--- config.mk ---
export PLATFORM = sky130hd
export DESIGN_NAME = io_sequencer_flat
export DESIGN_NICKNAME = d
export VERILOG_FILES = /design/src/rtl/io_sequencer_if.sv /design/src/rtl/io_sequencer.sv /design/src/flat_wrapper.sv
export SDC_FILE = /design/constraint.sdc
export NUM_CORES = 1
export LEC_CHECK = 0
export CAP_MARGIN = 20
export CORE_MARGIN = 2
export CORE_UTILIZATION = 38
export DETAILED_ROUTE_END_ITERATION = 10
export GPL_TIMING_DRIVEN = 0
export PLACE_DENSITY = 0.77
export SETUP_SLACK_MARGIN = 0.02
export SLEW_MARGIN = 10
export SYNTH_ARGS = -nofsm -noshare
export SYNTH_HDL_FRONTEND = slang
export SYNTH_SLANG_ARGS = --single-unit
--- constraint.sdc ---
create_clock -name Clock -period 4.14 [get_ports Clock]
set_input_delay 0.828 -clock Clock [delete_from_list [all_inputs] [get_ports Clock]]
set_output_delay 0.828 -clock Clock [all_outputs]
set_load 0.005 [all_outputs]
--- src/rtl/io_sequencer_if.sv ---
// Decoder, peripheral and writeback signals of the IO sequencer.
// The master side (decoder/peripherals) drives requests and status; the slave side is the sequencer.
interface io_sequencer_if #(
    parameter int DATA_WIDTH = 32,
    parameter int SW_WIDTH   = 16,
    parameter int KEY_WIDTH  = 8
);
    logic                  IO_Enable;
    logic [1:0]            IO_Selection;
    logic                  Draw_Select;
    logic [DATA_WIDTH-1:0] Op_A;
    logic [DATA_WIDTH-1:0] Op_B;
    logic                  Stall;
    logic [DATA_WIDTH-1:0] Read_Data;
    logic                  Read_Valid;
    logic [SW_WIDTH-1:0]   Switch_Data;
    logic                  Switch_Confirm;
    logic                  Key_Valid;
    logic [KEY_WIDTH-1:0]  Key_Code;
    logic                  Key_Ack;
    logic [DATA_WIDTH-1:0] Disp_Data;
    logic                  Disp_Load;
    logic                  Vid_Req;
    logic                  Vid_Mode;
    logic [DATA_WIDTH-1:0] Vid_Data;
    logic [DATA_WIDTH-1:0] Vid_Arg;
    logic                  Vid_Ready;

    modport master (
        output IO_Enable, IO_Selection, Draw_Select, Op_A, Op_B,
        output Switch_Data, Switch_Confirm, Key_Valid, Key_Code, Vid_Ready,
        input  Stall, Read_Data, Read_Valid, Key_Ack, Disp_Data, Disp_Load,
        input  Vid_Req, Vid_Mode, Vid_Data, Vid_Arg
    );

    modport slave (
        input  IO_Enable, IO_Selection, Draw_Select, Op_A, Op_B,
        input  Switch_Data, Switch_Confirm, Key_Valid, Key_Code, Vid_Ready,
        output Stall, Read_Data, Read_Valid, Key_Ack, Disp_Data, Disp_Load,
        output Vid_Req, Vid_Mode, Vid_Data, Vid_Arg
    );
endinterface

--- src/rtl/io_sequencer.sv ---
// Multi-cycle IO sequencer: OUT retires without stalling; IN/GETCH/DRAW stall until the peripheral
// completes, then spend one DONE cycle retiring. Waits indefinitely on switch, keyboard or video unit.
module io_sequencer #(
    parameter int DATA_WIDTH = 32,
    parameter int SW_WIDTH   = 16,
    parameter int KEY_WIDTH  = 8
) (
    input logic         Clock,
    input logic         Reset,
    io_sequencer_if.slave bus
);
    typedef enum logic [2:0] {
        IDLE, WAIT_SW, WAIT_REL, WAIT_KEY, WAIT_VID, DONE
    } state_t;

    state_t                state_q;
    logic                  op_read_q;
    logic [DATA_WIDTH-1:0] read_data_q;
    logic                  read_valid_q;
    logic [DATA_WIDTH-1:0] disp_data_q;
    logic                  disp_load_q;
    logic                  vid_req_q;
    logic                  vid_mode_q;
    logic [DATA_WIDTH-1:0] vid_data_q;
    logic [DATA_WIDTH-1:0] vid_arg_q;

    logic [DATA_WIDTH-1:0] sw_ext;
    logic [DATA_WIDTH-1:0] key_ext;
    logic                  stall;

    assign sw_ext  = {{(DATA_WIDTH-SW_WIDTH){1'b0}}, bus.Switch_Data};
    assign key_ext = {{(DATA_WIDTH-KEY_WIDTH){1'b0}}, bus.Key_Code};

    always_comb begin
        stall = 1'b0;
        case (state_q)
            IDLE:                                 stall = bus.IO_Enable && (bus.IO_Selection != 2'd0);
            WAIT_SW, WAIT_REL, WAIT_KEY, WAIT_VID: stall = 1'b1;
            default:                              stall = 1'b0;
        endcase
    end

    always_ff @(posedge Clock or posedge Reset) begin
        if (Reset) begin
            state_q      <= IDLE;
            op_read_q    <= 1'b0;
            read_data_q  <= '0;
            read_valid_q <= 1'b0;
            disp_data_q  <= '0;
            disp_load_q  <= 1'b0;
            vid_req_q    <= 1'b0;
            vid_mode_q   <= 1'b0;
            vid_data_q   <= '0;
            vid_arg_q    <= '0;
        end else begin
            disp_load_q  <= 1'b0;
            read_valid_q <= 1'b0;
            case (state_q)
                IDLE: begin
                    if (bus.IO_Enable) begin
                        case (bus.IO_Selection)
                            2'd0: begin
                                disp_data_q <= bus.Op_A;
                                disp_load_q <= 1'b1;
                            end
                            2'd1: begin
                                state_q   <= WAIT_SW;
                                op_read_q <= 1'b1;
                            end
                            2'd2: begin
                                state_q   <= WAIT_KEY;
                                op_read_q <= 1'b1;
                            end
                            default: begin
                                state_q    <= WAIT_VID;
                                op_read_q  <= 1'b0;
                                vid_req_q  <= 1'b1;
                                vid_mode_q <= bus.Draw_Select;
                                vid_data_q <= bus.Op_A;
                                vid_arg_q  <= bus.Op_B;
                            end
                        endcase
                    end
                end
                WAIT_SW: begin
                    if (bus.Switch_Confirm) begin
                        read_data_q <= sw_ext;
                        state_q     <= WAIT_REL;
                    end
                end
                // Require release so a single long press cannot satisfy two INs.
                WAIT_REL: begin
                    if (!bus.Switch_Confirm) begin
                        state_q      <= DONE;
                        read_valid_q <= op_read_q;
                    end
                end
                WAIT_KEY: begin
                    if (bus.Key_Valid) begin
                        read_data_q  <= key_ext;
                        state_q      <= DONE;
                        read_valid_q <= op_read_q;
                    end
                end
                WAIT_VID: begin
                    if (bus.Vid_Ready) begin
                        vid_req_q    <= 1'b0;
                        state_q      <= DONE;
                        read_valid_q <= op_read_q;
                    end
                end
                default: state_q <= IDLE;
            endcase
        end
    end

    assign bus.Stall      = stall;
    assign bus.Key_Ack    = (state_q == WAIT_KEY) && bus.Key_Valid;
    assign bus.Read_Data  = read_data_q;
    assign bus.Read_Valid = read_valid_q;
    assign bus.Disp_Data  = disp_data_q;
    assign bus.Disp_Load  = disp_load_q;
    assign bus.Vid_Req    = vid_req_q;
    assign bus.Vid_Mode   = vid_mode_q;
    assign bus.Vid_Data   = vid_data_q;
    assign bus.Vid_Arg    = vid_arg_q;
endmodule

--- src/flat_wrapper.sv ---
// flat-port wrapper written by rule: the top's interface ports become plain ports
module io_sequencer_flat 
#(
    parameter int DATA_WIDTH = 32,
    parameter int SW_WIDTH   = 16,
    parameter int KEY_WIDTH  = 8
)
  (Clock, Reset, bus_IO_Enable, bus_IO_Selection, bus_Draw_Select, bus_Op_A, bus_Op_B, bus_Switch_Data, bus_Switch_Confirm, bus_Key_Valid, bus_Key_Code, bus_Vid_Ready, bus_Stall, bus_Read_Data, bus_Read_Valid, bus_Key_Ack, bus_Disp_Data, bus_Disp_Load, bus_Vid_Req, bus_Vid_Mode, bus_Vid_Data, bus_Vid_Arg);
  io_sequencer_if #(.DATA_WIDTH(DATA_WIDTH), .SW_WIDTH(SW_WIDTH), .KEY_WIDTH(KEY_WIDTH)) bus_i ();
  input logic Clock;
  input logic Reset;
  input wire logic [$bits(bus_i.IO_Enable)-1:0] bus_IO_Enable;
  input wire logic [$bits(bus_i.IO_Selection)-1:0] bus_IO_Selection;
  input wire logic [$bits(bus_i.Draw_Select)-1:0] bus_Draw_Select;
  input wire logic [$bits(bus_i.Op_A)-1:0] bus_Op_A;
  input wire logic [$bits(bus_i.Op_B)-1:0] bus_Op_B;
  input wire logic [$bits(bus_i.Switch_Data)-1:0] bus_Switch_Data;
  input wire logic [$bits(bus_i.Switch_Confirm)-1:0] bus_Switch_Confirm;
  input wire logic [$bits(bus_i.Key_Valid)-1:0] bus_Key_Valid;
  input wire logic [$bits(bus_i.Key_Code)-1:0] bus_Key_Code;
  input wire logic [$bits(bus_i.Vid_Ready)-1:0] bus_Vid_Ready;
  output wire logic [$bits(bus_i.Stall)-1:0] bus_Stall;
  output wire logic [$bits(bus_i.Read_Data)-1:0] bus_Read_Data;
  output wire logic [$bits(bus_i.Read_Valid)-1:0] bus_Read_Valid;
  output wire logic [$bits(bus_i.Key_Ack)-1:0] bus_Key_Ack;
  output wire logic [$bits(bus_i.Disp_Data)-1:0] bus_Disp_Data;
  output wire logic [$bits(bus_i.Disp_Load)-1:0] bus_Disp_Load;
  output wire logic [$bits(bus_i.Vid_Req)-1:0] bus_Vid_Req;
  output wire logic [$bits(bus_i.Vid_Mode)-1:0] bus_Vid_Mode;
  output wire logic [$bits(bus_i.Vid_Data)-1:0] bus_Vid_Data;
  output wire logic [$bits(bus_i.Vid_Arg)-1:0] bus_Vid_Arg;
  assign bus_i.IO_Enable = bus_IO_Enable;
  assign bus_i.IO_Selection = bus_IO_Selection;
  assign bus_i.Draw_Select = bus_Draw_Select;
  assign bus_i.Op_A = bus_Op_A;
  assign bus_i.Op_B = bus_Op_B;
  assign bus_i.Switch_Data = bus_Switch_Data;
  assign bus_i.Switch_Confirm = bus_Switch_Confirm;
  assign bus_i.Key_Valid = bus_Key_Valid;
  assign bus_i.Key_Code = bus_Key_Code;
  assign bus_i.Vid_Ready = bus_Vid_Ready;
  assign bus_Stall = bus_i.Stall;
  assign bus_Read_Data = bus_i.Read_Data;
  assign bus_Read_Valid = bus_i.Read_Valid;
  assign bus_Key_Ack = bus_i.Key_Ack;
  assign bus_Disp_Data = bus_i.Disp_Data;
  assign bus_Disp_Load = bus_i.Disp_Load;
  assign bus_Vid_Req = bus_i.Vid_Req;
  assign bus_Vid_Mode = bus_i.Vid_Mode;
  assign bus_Vid_Data = bus_i.Vid_Data;
  assign bus_Vid_Arg = bus_i.Vid_Arg;
  io_sequencer #(.DATA_WIDTH(DATA_WIDTH), .SW_WIDTH(SW_WIDTH), .KEY_WIDTH(KEY_WIDTH)) u_core (.Clock(Clock), .Reset(Reset), .bus(bus_i));
endmodule
* Word-level counts from Yosys, hierarchy flattened
Index checks and enable logic that the tools add are counted.
** Operators by class
- Equality and inequality tests :: 13
- Multiplexer cells :: 23
- Bitwise operators :: 2
- Reductions and logical operators :: 16
** Operator list (number)
- $mux 32 :: 2
- $pmux 32 s2 :: 1
- $mux 3 :: 5
- $pmux 3 s5 :: 1
- $ne 2x2->1 const B :: 7
- $reduce_and 3->1 :: 4
- $mux 1 :: 9
- $pmux 3 s3 :: 1
- $eq 3x2->1 const B :: 2
- $pmux 1 s2 :: 3
- $reduce_and 6->1 :: 1
- $reduce_bool 2->1 :: 3
- $reduce_and 4->1 :: 1
- $reduce_or 4->1 :: 1
- $eq 3x1->1 const B :: 1
- $eq 3x3->1 const B :: 1
- $logic_not 3->1 :: 1
- $pmux 1 s3 :: 1
- $reduce_or 3->1 :: 1
- $eq 2x1->1 const B :: 1
- $eq 2x2->1 const B :: 1
- $logic_and 1x1->1 :: 2
- $logic_not 2->1 :: 1
- $not 1->1 :: 2
- $reduce_or 2->1 :: 1
** Storage, ports and cells
- Bits in registers :: 136
- Input bits :: 97
- Output and inout port bits :: 134
- Logic and storage cells :: 64

* Depth between registers and ports, before layout
- Depth in word-level cells :: 5
- Depth in mapped cells :: 6
- Mapped depth without buffers :: 5

* Worst setup path before layout
Ideal clock, no wire load.
- Kind :: input to output
- Start :: in bus_IO_Selection[0]
- End :: out bus_Stall
- Arrival :: 1.411 ns
- Slack :: 1.901 ns
- Stages on the path :: 4
- Path buffers :: 0
- Path through :: inv_1 -> ha_1 -> o21ai_0 -> mux2_2
** On the way
- Word-level cells in the longest chain between the ends :: 3
** Ends and longest elaborated chain
- start: declaration :: line flat_wrapper.sv:13 : input wire logic [$bits(bus_i.IO_Selection)-1:0] bus_IO_Selection;
- $reduce_bool 2->1 :: line io_sequencer.sv:37 : IDLE: stall = bus.IO_Enable && (bus.IO_Selection != 2'd0);
- $logic_and 1x1->1 :: line io_sequencer.sv:37
- $pmux 1 s2 :: line io_sequencer.sv:36 : case (state_q)
- end: declaration :: line flat_wrapper.sv:22 : output wire logic [$bits(bus_i.Stall)-1:0] bus_Stall;
Every way passes these cells.

* Worst setup path in the final report
- Start :: in bus_IO_Selection[1]
- End :: out bus_Stall
Same word-level chain as after synthesis.

==> impl_metrics.ini <==
[yosys]
synth_area_um2 = 5110
synth_top_area_share_pct = 58.7
seq_area_frac_synth_pct = 58.7
synth.avg_cell_area_um2 = 15.6
yosys_warnings = 0
yosysUniqueCellTypes = 32
synth_ff_type = dfrtp_1
synth_area_leaders = dfrtp_1, mux2_2, mux2_4, buf_4, nor2b_1
ys_ff_latch = 120
async_flop_share_pct = 100
synth-edff-count = 0
yosys.area.top_type = dfrtp_1
synthCells = 327

[setup_path]
cp-start-kind = input pin
crit_family = buffers and inverters
setup.worst_path.end_class = primary output
rr_endpoint = u_core.bus.Read_Data[9]$_DFFE_PP0P_
slowest_stage = clkdlybuf4s50_1
critPathMaxStageDelay_ns = 0.51
crit_type = in2out
r2r_slack_ns = 2.22
r2r_start = u_core.state_q[1]$_DFFE_PP0P_
cp.required_ns = 3.31
cp-startpoint = bus_IO_Selection[1]
crit_path_end = bus_Stall
critical_path.cell_chain = clkdlybuf4s50_1, inv_1, ha_1, o21ai_0, mux2_2, clkdlybuf4s50_1
r2r_cells = 5
path_common_cell = clkdlybuf4s50_1
worst-endpoint-arrival_ns = 2.52
worst-path-stages = 6
cp_num_buf_inv = 3
crit_fanout = 4

[place]
port_buffers = 214
dp_slack_ns = 0.800
hpwlAfterDp_um = 8780
gp_congestion = 0.818

[sta]
min_period_ns = 3.35
fmax_mhz = 298
fin_skew_ns = 0.00289
max_slew.worst_pin.slew_ns = 0.581
post-route-period-util_pct = 81.0
finalHoldViolations = 0
setup_slack_ns = 0.788
rsz0062_at_grt = no
setup_viol = 0
slew-limit-headroom_pct = 61.1
drv_slew = 0

[floorplan]
die_x_um = 120
core_region_area_um2 = 13200
rows = 42
io_pins = 231
dieArea_um2 = 14400
fp.dieH_um = 120
start_util_pct = 38.8

[clocking]
clk_latency_ns = 0.41
cts_buffer_depth = 2
clk_pin_slew_ns = 0.05
cts_resized = 0
cts.sinks = 120
root_buffer = clkbuf_16
cts_tree = built
numCtsBuffers = 17
cts_max_level = 4
cts.hold.buffers_added = 0
post_cts_buffers = 0

[detailed_routing]
remaining_drc_errors = 0
wl_per_cell_um = 15.9
routed_wl_um = 12200
drtIter0Drc = 209
vias = 3480
post_drt_via_cell_ratio = 4.55
ant_nets = 0
drt_first_pass_iters = 4

[global_routing]
grt_max_degree = 72
grt-ovfl-total = 0
grt_usage_pct = 17.7
grt_pass1_wl_um = 19600
antenna_found_initial = 0
first_global_vias = 3799

[power_and_ir_drop]
swShare_pct = 25.3
intPower_mw = 4.53
switching_power_mw = 1.53
clockPowerShare_pct = 26.7
combPwrFrac_pct = 39.2
irDropWorstVdd_mv = 0.466
leakagePower_nw = 3.71
pwr-share-seq_pct = 34.1
power_density_nw_per_um2 = 738
fin_total_pwr_mw = 6.06

[finish]
layout_common_cells = clkdlybuf4s50_1, dfrtp_1, mux2_2, mux2_4
area_growth_syn_to_layout_pct = 60.7
mostFrequentLayoutCell = clkdlybuf4s50_1
diodes = 0
drive_above_1_share_pct = 31.8
nNetsFinal = 676
n_fill_cell = 1033

[worst_hold_path]
min_path_type = reg2reg

[run]
timing.max_cap.violations = 0

[run_status]
status = completed
-- worst min path at each step --
stage,start,to,slack (ns),cells past startpoint
3_3_place_gp,u_core.bus.Vid_Arg[5]$_DFFE_PP0P_,u_core.bus.Vid_Arg[5]$_DFFE_PP0P_,0.49,1
2_1_floorplan,u_core.op_read_q$_DFFE_PP0P_,u_core.bus.Read_Valid$_DFF_PP0_,0.45,1
3_5_place_dp,u_core.bus.Vid_Data[5]$_DFFE_PP0P_,u_core.bus.Vid_Data[5]$_DFFE_PP0P_,0.49,1
5_1_grt,u_core.bus.Disp_Data[23]$_DFFE_PP0P_,u_core.bus.Disp_Data[23]$_DFFE_PP0P_,0.52,1
6_report,u_core.bus.Vid_Arg[5]$_DFFE_PP0P_,u_core.bus.Vid_Arg[5]$_DFFE_PP0P_,0.50,1
4_1_cts,u_core.bus.Vid_Arg[5]$_DFFE_PP0P_,u_core.bus.Vid_Arg[5]$_DFFE_PP0P_,0.50,1
-- area by class of cell --
class	instances	area (um2)	area share (%)
Timing Repair Buffer	215	2170	26.4
Clock buffer	19	453	5.51
Inverter	8	35.0	0.426
Sequential cell	120	3000	36.6
Buffer	31	231	2.82
Multi-Input combinational cell	183	1910	23.2
Clock inverter	12	198	2.41
Tap cell	176	220	2.68
-- stage by stage --
| stage | cells | setup TNS (ns) | util (%) | cell area [um2] | hold WS, ns |
|---|---|---|---|---|---|
| after floorplan | 342 | 0 | - | 5170 | 0.454 |
| after global placement | 732 | -172.24 | 57.1 | 7530 | 0.487 |
| after detailed placement | 733 | 0 | 57.4 | 7560 | 0.491 |
| after CTS | 764 | 0 | 62.3 | 8220 | 0.504 |
| after global routing | 764 | 0 | 62.3 | 8220 | 0.518 |
| final | 764 | 0 | 62.3 | 8220 | 0.501 |
-- power groups by stage --
stage	clock (mW)	combinational, mW	sequential, mW
6_report	1.62	2.38	2.07
5_1_grt	1.71	2.55	2.14
4_1_cts	1.66	2.42	2.07
3_5_place_dp	0	2.39	2.08
3_3_place_gp	0	2.35	2.05
2_1_floorplan	0	0.925	2.09
-- flip-flops by register name, summed over array words and instances (netlist names) --
register / count
u_core.bus.Disp_Data: 32
u_core.bus.Vid_Data: 32
u_core.op_read_q: 1
u_core.bus.Vid_Req: 1
u_core.bus.Vid_Arg: 32
u_core.bus.Disp_Load: 1
u_core.state_q: 3
u_core.bus.Vid_Mode: 1
u_core.bus.Read_Valid: 1
u_core.bus.Read_Data: 16
-- cells in the mapped netlist (2+ instances only) --
| cell | count |
|---|---|
| nand2_1 | 5 |
| clkbuf_1 | 3 |
| dfrtp_1 | 120 |
| inv_1 | 8 |
| buf_2 | 5 |
| o21ai_0 | 3 |
| ha_1 | 3 |
| buf_6 | 6 |
| nor2_1 | 3 |
| mux2_4 | 39 |
| mux2_2 | 84 |
| nor2b_1 | 11 |
| a211oi_1 | 2 |
| buf_4 | 17 |
-- cell families (layout without fill, tap and decap cells) --
group,count (synthesis),in the layout,share of synthesized area [%]
compound gates,10,10,1.37
buf+inv,39,285,5.11
mux,124,124,30.1
flops,120,120,58.7
fa+ha+maj,3,3,0.734
simple gates,30,30,3.84
other cells,1,16,0.0733
-- routing by layer --
| metal | up-vias | part of all wire (%) | global-route usage [%] | wire length [um] |
|---|---|---|---|---|
| met1 | 1723 | 41 | 20.8 | 4980 |
| met5 | - | 0 | 0 | 0 |
| met3 | 12 | 8.2 | 7.70 | 997 |
| met4 | 0 | 1.1 | 4.85 | 130 |
| li1 | 1604 | - | - | - |
| met2 | 141 | 50 | 29.4 | 6040 |
No activity file was read; power rests on OpenSTA's default activity.
==> edit 1 (same flow settings) <==
The 6 states of `state_t` get a one-hot encoding in 6 bits.
--- a/src/rtl/io_sequencer.sv
+++ b/src/rtl/io_sequencer.sv
@@ -10,6 +10,6 @@
     io_sequencer_if.slave bus
 );
-    typedef enum logic [2:0] {
-        IDLE, WAIT_SW, WAIT_REL, WAIT_KEY, WAIT_VID, DONE
+    typedef enum logic [5:0] {
+        IDLE = 6'b000001, WAIT_SW = 6'b000010, WAIT_REL = 6'b000100, WAIT_KEY = 6'b001000, WAIT_VID = 6'b010000, DONE = 6'b100000
     } state_t;
 
Behaviour: same outputs for any inputs over 4 cycles, from zero or initial values and one cycle with Reset high; so few cycles prove little.
==> edit 1 against the original RTL <==
  * Wire length increased by 2.8%
  * Total power decreased by 8.0%
  * Area after synthesis is 0.78% higher
  * Non-clock buffer count rose by 3
  * Sequential cell count grew 3
  * Cell area decreased by 0.35%
  * Sequential share of layout area is 1.1 points higher
  * Worst setup slack worse by 0.15 ns
  * Highest routed layer unchanged
==> edit 1: results (changes against the original RTL) <==
* Status: complete, no violations
* Sequential-to-total area share from yosys stat at 59.7% (+1.0 points)
* CP arrival at 2.67 ns (+0.15 ns)
* P_sw at 1.41 mW (-8.2%)
* Die Wd at 120 um (+0.37%)
* Total wire length at 12500 um (+2.8%)
* Placed insts at 749 (+2.2%)
* Origin of the worst setup path: u_core.state_q[3]
* Inverters at 9 (+1)
* Vias in the first global route at 3986 (+4.9%)
* Number of fill cells in the layout at 1080 (+4.5%)
* Tot GR Track Use at 17.8% (+0.15 points)
* Fraction of area in multi-input gates at 22.7% (-0.50 points)
* Total power draw at 5.58 mW (-8.0%)
* Clock-cell share at 7.11% (-0.81 points)
* Post-place instance area at 0.00760 mm2 (+0.53%)
* Area grow syn2layout at 58.8%
* Via count at 3668 (+5.4%)
* Multi-In Gates at 192 (+4.9%)
* Yosys cell types at 35 (+9.4%)
* Hold endpoint: u_core.bus.Vid_Data[26]
* Detail Placement HPWL at 9350 um (+6.6%)
* IR drop worst, VDD at 0.000423 V (-9.1%)
* Reg-to-reg endpoint: u_core.bus.Disp_Data[20]
* Leakage power figure at 3.56 nW (-4.0%)
* Fin Clk Skew at 0.0107 ns (+0.00778 ns)
* # clock sinks at 123 (+2.5%)
* Non-clock buffer share at 29.4% (+0.19 points)
* Final GP Congestion at 0.768 (-6.1%)
* Fin crit period at 3.50 ns (+0.150 ns)
* Met1 usage at 20.1% (-0.68 points)
* R2R setup slack at 2.03 ns (-0.19 ns)
* Final hold slack at 0.488 ns (-0.0124 ns)
* First-pass GRT wire length at 19900 um (+1.5%)
* Sequential share of cell area at 37.6% (+1.1 points)
* Max FO, Critical Path at 10 (+6)
* CP endpoint: bus_Key_Ack
* Met3 Use GR at 7.22% (-0.48 points)
* GR Util met2 at 29.8% (+0.36 points)
* # clk buffers at 22 (+3)
* Combinational Power Share at 37.4% (-1.8 points)
* Signal buffers at 249 (+1.2%)
edit 1: changes by cell type in the layout (fill, tap and decap cells not counted), sizes merged, moves of 2 or more:
cell,unedited run,this run
nor4b,1,9
dfrtp,120,122
clkinvlp,2,4
nand3b,1,3
buf,29,32
xor2,0,2
nand3,0,5
bufinv,5,2
clkbuf,22,25
nor2b,11,8
nand2,5,1
edit 1: logic make-up after synthesis:
| group | synth area share (%) |
|---|---|
| buf+inv | 5.29 |
| xor+xnor | 0.340 |
| simple gates | 5.46 |
| flops | 59.7 |
| mux | 26.7 |
| fa+ha+maj | 0.971 |
| compound gates | 1.46 |
| other cells | 0.0728 |
edit 1: routing by layer:
| metal | share of wire [%] | wire, um |
|---|---|---|
| met4 | 2.4 | 304 |
| met1 | 38 | 4720 |
| met2 | 51 | 6370 |
| met3 | 8.8 | 1100 |
| met5 | 0 | 0 |
==> edit 2 (same settings) <==
Made on the original files. `DATA_WIDTH` is set to 32 in 3 places; all go to 36.
--- a/src/rtl/io_sequencer_if.sv
+++ b/src/rtl/io_sequencer_if.sv
@@ -2,5 +2,5 @@
 // The master side (decoder/peripherals) drives requests and status; the slave side is the sequencer.
 interface io_sequencer_if #(
-    parameter int DATA_WIDTH = 32,
+    parameter int DATA_WIDTH = 36,
     parameter int SW_WIDTH   = 16,
     parameter int KEY_WIDTH  = 8
--- a/src/rtl/io_sequencer.sv
+++ b/src/rtl/io_sequencer.sv
@@ -2,5 +2,5 @@
 // completes, then spend one DONE cycle retiring. Waits indefinitely on switch, keyboard or video unit.
 module io_sequencer #(
-    parameter int DATA_WIDTH = 32,
+    parameter int DATA_WIDTH = 36,
     parameter int SW_WIDTH   = 16,
     parameter int KEY_WIDTH  = 8
--- a/src/flat_wrapper.sv
+++ b/src/flat_wrapper.sv
@@ -2,5 +2,5 @@
 module io_sequencer_flat 
 #(
-    parameter int DATA_WIDTH = 32,
+    parameter int DATA_WIDTH = 36,
     parameter int SW_WIDTH   = 16,
     parameter int KEY_WIDTH  = 8
Interface: changed (6 resized); port bits go from 231 to 255. The function was not compared with the original's and may differ.
==> edit 2 against the original RTL <==
  * Count of clock-buffer cells in the layout rose by 6
  * Via count up 8.0%
  * Worst setup slack worse by 0.055 ns
  * Synthesized cell count is 8.0% higher
  * Sequential cell count up 12
  * Combinational power grew 11%
  * Critical path type unchanged
  * Total power grew 5.9%
  * Cell area increased by 8.8%
  * Non-clock buffer count rose by 28
  * Highest routed layer unchanged
  * Wire length rose by 13%
  * Cell count increased by 7.6%
  * Area after synthesis grew 10%
  * Critical endpoint unchanged
==> edit 2: results (changes against the original RTL) <==
* Status: complete, no violations
* Total wire length at 13800 um (+13%)
* Reg area at 0.00330 mm2 (+10%)
* Antenna cells at 0 (unchanged)
* Int Power at 4.79 mW (+5.7%)
* Clock-cell share at 6.55% (-1.4 points)
* Non-clock buffer share at 29.9% (+0.71 points)
* Met3 Use GR at 6.84% (-0.86 points)
* Mux share of post-synthesis cell area at 31.0% (+0.86 points)
* Post-Synth Adder-Cell Area at 0.665% (-0.069 points)
* HP Start: u_core.op_read_q
* Initial antenna violation count at 0 (unchanged)
* Multi-In Gates at 197 (+7.7%)
* Yosys cell types at 29 (-9.4%)
* Complex-gate fraction of the synthesized area at 1.11% (-0.26 points)
* # clk buffers at 25 (+6)
* IR drop worst, VDD at 0.000341 V (-27%)
* Hold endpoint: u_core.bus.Read_Valid
* Sequential power share at 35.8% (+1.7 points)
* Worst Tran Pin Value at 0.947 ns (+0.366 ns)
* H-tree depth at 4 (unchanged)
* Area of the multi-input gates at 0.00212 mm2 (+11%)
* Count of cells resized by post-cts repair at 0 (unchanged)
* Top cell category: sequential cells
* Leakage power figure at 4.10 nW (+10%)
* Synth cell count leaders: dfrtp_1, mux2_2, mux2_4
* Number of fill cells in the layout at 1144 (+11%)
* Reg-to-Reg Start: u_core.state_q[2]
* Layout cells sized above 1 at 31.3% (-0.45 points)
* Top cells by area, synth: dfrtp_1, mux2_4, mux2_2
* Largest net degree at the start of global routing at 40 (-44%)
* Maximum root-to-sink buffer count at 2 (unchanged)
* First-pass GRT wire length at 22100 um (+13%)
* Worst-Skew Late Latency at ~0.4 ns
* Tot GR Track Use at 17.7% (+0.072 points)
* FF+latch count, synth at 132 (+10%)
* Signal buffers at 274 (+11%)
* Worst R2R Path Depth at 4 (-1)
* Met1 usage at 21.0% (+0.18 points)
* Inverters at 6 (-2)
* Max FO, Critical Path at 3 (-1)
* Origin of the worst setup path: bus_IO_Selection[0]
* Fin Clk Skew at 0.00577 ns (+0.00288 ns)
* CP peak stage delay at 0.52 ns
* Core ar. at 0.0145 mm2 (+10%)
* Final GP Congestion at 0.778 (-5.0%)
* Via count at 3757 (+8.0%)
* Sequential-to-total area share from yosys stat at 58.5% (-0.21 points)
* Final net count at 736 (+8.9%)
* GR Util met2 at 30.1% (+0.70 points)
* Detail Placement HPWL at 10300 um (+17%)
* Vias in the first global route at 4181 (+10%)
* Reg-to-reg endpoint: u_core.bus.Read_Data[4]
* DRT iter0 DRCs at 97 (-54%)
* PortBufs at 234 (+9.3%)
* Comb power at 2.64 mW (+11%)
[edit 2: cell types whose count changed after synthesis, sizes merged, moves of 2 or more]
cell    before  now
a211oi       2    0
buf         28   32
clkbuf       3    5
dfrtp      120  132
inv          8    6
mux2       123  134
nor2b       11   15
o21ai        3    1
[edit 2: routing by layer]
metal | vias to the layer above | part of all wire [%]
li1 | 1733 | -
met1 | 1856 | 40
met2 | 154 | 51
met3 | 14 | 8.0
met4 | 0 | 1.3
met5 | - | 0
[edit 2: metrics by stage]
| stage | hold slack [ns] | power, mW | setup slack, ns | cell area, um2 | instances |
|---|---|---|---|---|---|
| after floorplan | 0.453 | 3.34 | 1.67 | 5720 | 372 |
| after CTS | 0.505 | 6.50 | 0.727 | 8940 | 822 |
| after detailed placement | 0.493 | 4.97 | 0.764 | 8350 | 793 |
| after global placement | 0.486 | 4.87 | 0.530 | 8290 | 790 |
| final | 0.500 | 6.42 | 0.733 | 8940 | 822 |
| after global routing | 0.509 | 6.77 | 0.625 | 8940 | 822 |
